## config.mk

```make
export PLATFORM = sky130hd
export DESIGN_NAME = fetch_exec_sequencer
export DESIGN_NICKNAME = d
export VERILOG_FILES = /design/src/rtl/fetch_exec_sequencer.sv
export SDC_FILE = /design/constraint.sdc
export NUM_CORES = 1
export LEC_CHECK = 0
export BUFFER_PORTS_ARGS = -buffer_cell sky130_fd_sc_hd__buf_4
export CORE_MARGIN = 2
export CORE_UTILIZATION = 35
export CTS_CLUSTER_DIAMETER = 150
export DETAILED_ROUTE_END_ITERATION = 16
export GPL_TIMING_DRIVEN = 1
export MAX_ROUTING_LAYER = met4
export PLACE_DENSITY_LB_ADDON = 0.15
export SLEW_MARGIN = 5
export SYNTH_ARGS = -nofsm -noshare
export SYNTH_HDL_FRONTEND = slang
export SYNTH_SLANG_ARGS = --single-unit
```

## constraint.sdc

```tcl
create_clock -name clk_i -period 7.2 [get_ports clk_i]
set_input_delay 0.36 -clock clk_i [delete_from_list [all_inputs] [get_ports clk_i]]
set_output_delay 0.36 -clock clk_i [all_outputs]
set_load 0.02 [all_outputs]
```

## src/rtl/fetch_exec_sequencer.sv

```systemverilog
// Fetch/execute sequencer: one instruction per IDLE->FETCH->EXEC pass, with
// halt control, a sticky fetch-timeout fault and a retired-instruction counter.
module fetch_exec_sequencer #(
  parameter int XLEN    = 64,
  parameter int ILEN    = 32,
  parameter int TMO_W   = 8,
  parameter int TMO_MAX = 200
) (
  input  logic            clk_i,
  input  logic            rst_i,
  input  logic [XLEN-1:0] pc_in_i,
  output logic            pc_step_o,
  output logic            imem_req_o,
  output logic [XLEN-1:0] imem_addr_o,
  input  logic            imem_ready_i,
  input  logic [ILEN-1:0] imem_rdata_i,
  output logic [ILEN-1:0] instr_o,
  output logic            instr_valid_o,
  input  logic            ctrl_wen_i,
  output logic            reg_wen_o,
  input  logic            halt_req_i,
  output logic            halted_o,
  output logic            fault_o,
  output logic [63:0]     instret_o
);

  typedef enum logic [2:0] {
    S_IDLE,
    S_FETCH,
    S_EXEC,
    S_HALTED,
    S_FAULT
  } state_e;

  // Count value seen on the last tolerated wait cycle.
  localparam logic [TMO_W-1:0] TMO_LAST = TMO_W'(TMO_MAX - 1);

  state_e            state_q, state_d;
  logic [XLEN-1:0]   addr_q, addr_d;
  logic [ILEN-1:0]   instr_q, instr_d;
  logic [TMO_W-1:0]  tmo_q, tmo_d;
  logic [63:0]       instret_q, instret_d;

  always_ff @(posedge clk_i) begin
    if (rst_i) begin
      state_q   <= S_IDLE;
      addr_q    <= '0;
      instr_q   <= '0;
      tmo_q     <= '0;
      instret_q <= '0;
    end else begin
      state_q   <= state_d;
      addr_q    <= addr_d;
      instr_q   <= instr_d;
      tmo_q     <= tmo_d;
      instret_q <= instret_d;
    end
  end

  always_comb begin
    state_d   = state_q;
    addr_d    = addr_q;
    instr_d   = instr_q;
    tmo_d     = tmo_q;
    instret_d = instret_q;
    case (state_q)
      S_IDLE: begin
        if (halt_req_i) begin
          state_d = S_HALTED;
        end else begin
          addr_d  = pc_in_i;
          state_d = S_FETCH;
        end
      end
      S_FETCH: begin
        // Pending fetch is never abandoned; halt_req is deliberately ignored here.
        if (imem_ready_i) begin
          instr_d = imem_rdata_i;
          tmo_d   = '0;
          state_d = S_EXEC;
        end else if (tmo_q == TMO_LAST) begin
          tmo_d   = '0;
          state_d = S_FAULT;
        end else begin
          tmo_d   = tmo_q + TMO_W'(1);
        end
      end
      S_EXEC: begin
        instret_d = instret_q + 64'd1;
        state_d   = halt_req_i ? S_HALTED : S_IDLE;
      end
      S_HALTED: begin
        if (!halt_req_i) state_d = S_IDLE;
      end
      S_FAULT: state_d = S_FAULT;
      default: state_d = S_IDLE;
    endcase
  end

  // Handshake and gating outputs depend on state only, never on imem_ready.
  assign imem_req_o    = (state_q == S_FETCH);
  assign instr_valid_o = (state_q == S_EXEC);
  assign pc_step_o     = (state_q == S_EXEC);
  assign reg_wen_o     = (state_q == S_EXEC) & ctrl_wen_i;
  assign halted_o      = (state_q == S_HALTED);
  assign fault_o       = (state_q == S_FAULT);
  assign imem_addr_o   = addr_q;
  assign instr_o       = instr_q;
  assign instret_o     = instret_q;

endmodule

```

==> flow_metrics.tcl <==
set metrics [dict create \
    num_vias 6656 \
    tritoncts "yes" \
    cts_setup_buffers 0 \
    path_class "reg2reg" \
    drtAntennaViolNets 0 \
    start_kind "flip-flop" \
    min_period_ns 3.03 \
    path_clk_slew_ns 0.07 \
    syn_area_per_cell_sq_um 7.97 \
    ys_warn_count 0 \
    cp_max_fo 15 \
    path_depth 5 \
    dieArea_sq_mm 0.0208 \
    grt_pass1_wl_mm 30.8 \
    drtPass1Iterations 4 \
    clock_sinks 171 \
    status "finished clean" \
    min_period_over_period 0.420 \
    place_area_sq_mm 0.00906 \
    hpwlAfterDp_mm 14.3 \
    place_ws_ns 4.19 \
    drive_gt1_frac 0.281 \
    drcViolationCount 0 \
    power_mw 2.20 \
    wl_per_cell_um 14.7 \
    p_per_area_mw_per_mm2 228 \
    die_w_um 144 \
    tightest_slew_ns 0.998 \
    ctsResizeCount 0 \
    io_buffers 266 \
    routed_wl_mm 20.3 \
    diodes 0 \
    cellLeakagePower_nw 3.80 \
    ys_ff_latch 171 \
    syn2layout_area_growth_pct 40.0 \
    p_sw_uw 610 \
    finalSetupTns_ns 0 \
    first_iter_violations 347 \
    clkPwrFrac 0.415 \
    final_common_cell "buf_4" \
    setup_violations 0 \
    grt_max_degree 92 \
    finish.instance_area_sq_mm 0.00964 \
    nFillCells 1972 \
    track_usage 0.193 \
    die_h_um 144 \
    numCtsBuffers 17 \
    htreeDepth 4 \
    syn_area_sq_mm 0.00688 \
    fmax_mhz 330 \
    synth_fp_nets 966 \
    clockRootBuffer "clkbuf_16" \
    clock_skew_ns 0.0107 \
    gp_congestion 0.806 \
    slew_violations 0 \
    whs_ns 0.168 \
    combPwrFrac 0.128 \
    cap_violations 0 \
    avgViaCountPerCell 4.81 \
    worst-r2r-cell-count 5 \
    min_path_type "in2reg" \
    path_cells "or3b_1 > nor4_4 > nand4_1 > or4_1 > a21oi_1" \
    grt_remaining_overflow 0 \
    fp.coreArea_sq_mm 0.0194 \
    seqPwrFrac 0.457 \
    min_path_cells 3 \
    ys_types 46 \
    cp.required_ns 7.56 \
    io_pins 267 \
    crit_arrival_ns 3.38 \
    grt_pass1_vias 5932 \
    endpoint_kind "flip-flop" \
    final_cell_mix "272 x buf_4, 223 x nand2_1, 171 x dfxtp_1, 131 x a21oi_1, 52 x nor2_1" \
    yosysSeqAreaShare 0.497 \
    ys.flop_type "dfxtp_1" \
    ctsHoldBuffers 0 \
    insertion_delay_ns 0.43 \
    setup_ws_ns 4.17 \
    relSlewSlack 0.335 \
    async_reset_ff_frac 0 \
    layout.nets 1208 \
    floorplan.initialDensity 0.355 \
    cts_max_path_buffers 2 \
    rows 51 \
    cp_num_buf_inv 0 \
    swShare 0.277 \
    internal-power_mw 1.59 \
    cp_slowest_cell "or4_1" \
    rsz0062_at_grt "no" \
    synthCells 863 \
    hold_viol_final 0 \
    cp_slowest_stage_delay_ns 0.67 \
    cp_top_family "simple AND/OR/NAND/NOR gates" \
    antenna_found_initial 0 \
    vdd_ir_drop_max_uv 164 \
    synth_edf_count 0 \
]
[synth_stat cells, types with 2 or more instances]
cell,n,share of area
or4_1,10,0.011
buf_6,2,0.0033
xor2_1,9,0.011
nor4_1,16,0.015
nor4b_1,2,0.0025
o21ai_0,24,0.017
xnor2_1,25,0.032
and3_1,9,0.0082
a21oi_1,131,0.095
or3_1,19,0.017
nand2b_1,3,0.0027
o31ai_1,7,0.0076
buf_4,2,0.0022
nor2_1,52,0.028
ha_1,2,0.0036
clkbuf_1,44,0.024
nor3_1,15,0.011
nand4_1,24,0.022
nor3b_1,2,0.0022
nor2b_1,4,0.0036
dfxtp_1,171,0.50
and2_1,3,0.0027
nand3_1,24,0.017
nand3b_1,2,0.0022
and4_1,4,0.0051
nand2_1,223,0.12
inv_1,14,0.0076
or2_1,2,0.0018
[sequential cells by signal, indices dropped and copies added, names as in the netlist]
name	cells
imem_addr_o	64
instr_o	32
tmo_q	8
instret_o	64
state_q	3
[worst reg2reg max path, stage by stage (launching register included)]
cell	delay, ns
dfxtp_1	0.46
or3b_1	0.58
nor4_4	0.54
nand4_1	0.57
or4_1	0.67
a21oi_1	0.14
[layer usage]
| metal | wire length [um] | global-route usage | vias up |
|---|---|---|---|
| met5 | 0 | - | - |
| met3 | 1730 | 0.0636 | 18 |
| met4 | 282 | 0.0603 | 0 |
| met2 | 9650 | 0.312 | 190 |
| li1 | - | - | 3428 |
| met1 | 8630 | 0.228 | 3020 |
[cell type report]
type                            count  area, sq um  area share
Clock buffer                       17          425      0.0441
Clock inverter                     15          155      0.0161
Inverter                           15         56.3     0.00584
Multi-Input combinational cell    628         3200       0.332
Sequential cell                   171         3420       0.355
Tap cell                          265          332      0.0344
Timing Repair Buffer              272         2040       0.212
[metrics by stage]
step / instances / util
floorplan: 863 / -
global placement: 1351 / 0.467
detailed placement: 1351 / 0.467
CTS: 1383 / 0.497
global route: 1383 / 0.497
finish: 1383 / 0.497
[power groups by stage]
stage          combinational [mW]  sequential [mW]  clock, mW
2_1_floorplan               0.109             1.07          0
3_3_place_gp                0.287             1.03          0
3_5_place_dp                0.287             1.03          0
4_1_cts                     0.288             1.01      0.939
5_1_grt                     0.309             1.01      0.984
6_report                    0.283             1.01      0.913
[final timing paths]
| path | from | end | slack, ns |
|---|---|---|---|
| min | pc_in_i[20] | imem_addr_o[20] | 0.17 |
| max reg2reg | state_q[1] | instret_o[62] | 4.17 |
| min reg2reg | imem_addr_o[39] | imem_addr_o[39] | 0.45 |
| max | state_q[1] | instret_o[62] | 4.17 |
[cell families (layout without fill, tap and decap cells)]
group	count (synthesis)	count (layout)	share of synthesized area
buffers and inverters	64	319	0.0382
and+or+nand+nor	422	422	0.287
xor gates and xnor gates	34	34	0.0433
DFF	171	171	0.497
adders and majority gates	2	2	0.00364
muxes	2	2	0.00309
AOI/OAI and AO/OA	168	168	0.127
No activity file was read; power rests on OpenSTA's default activity.
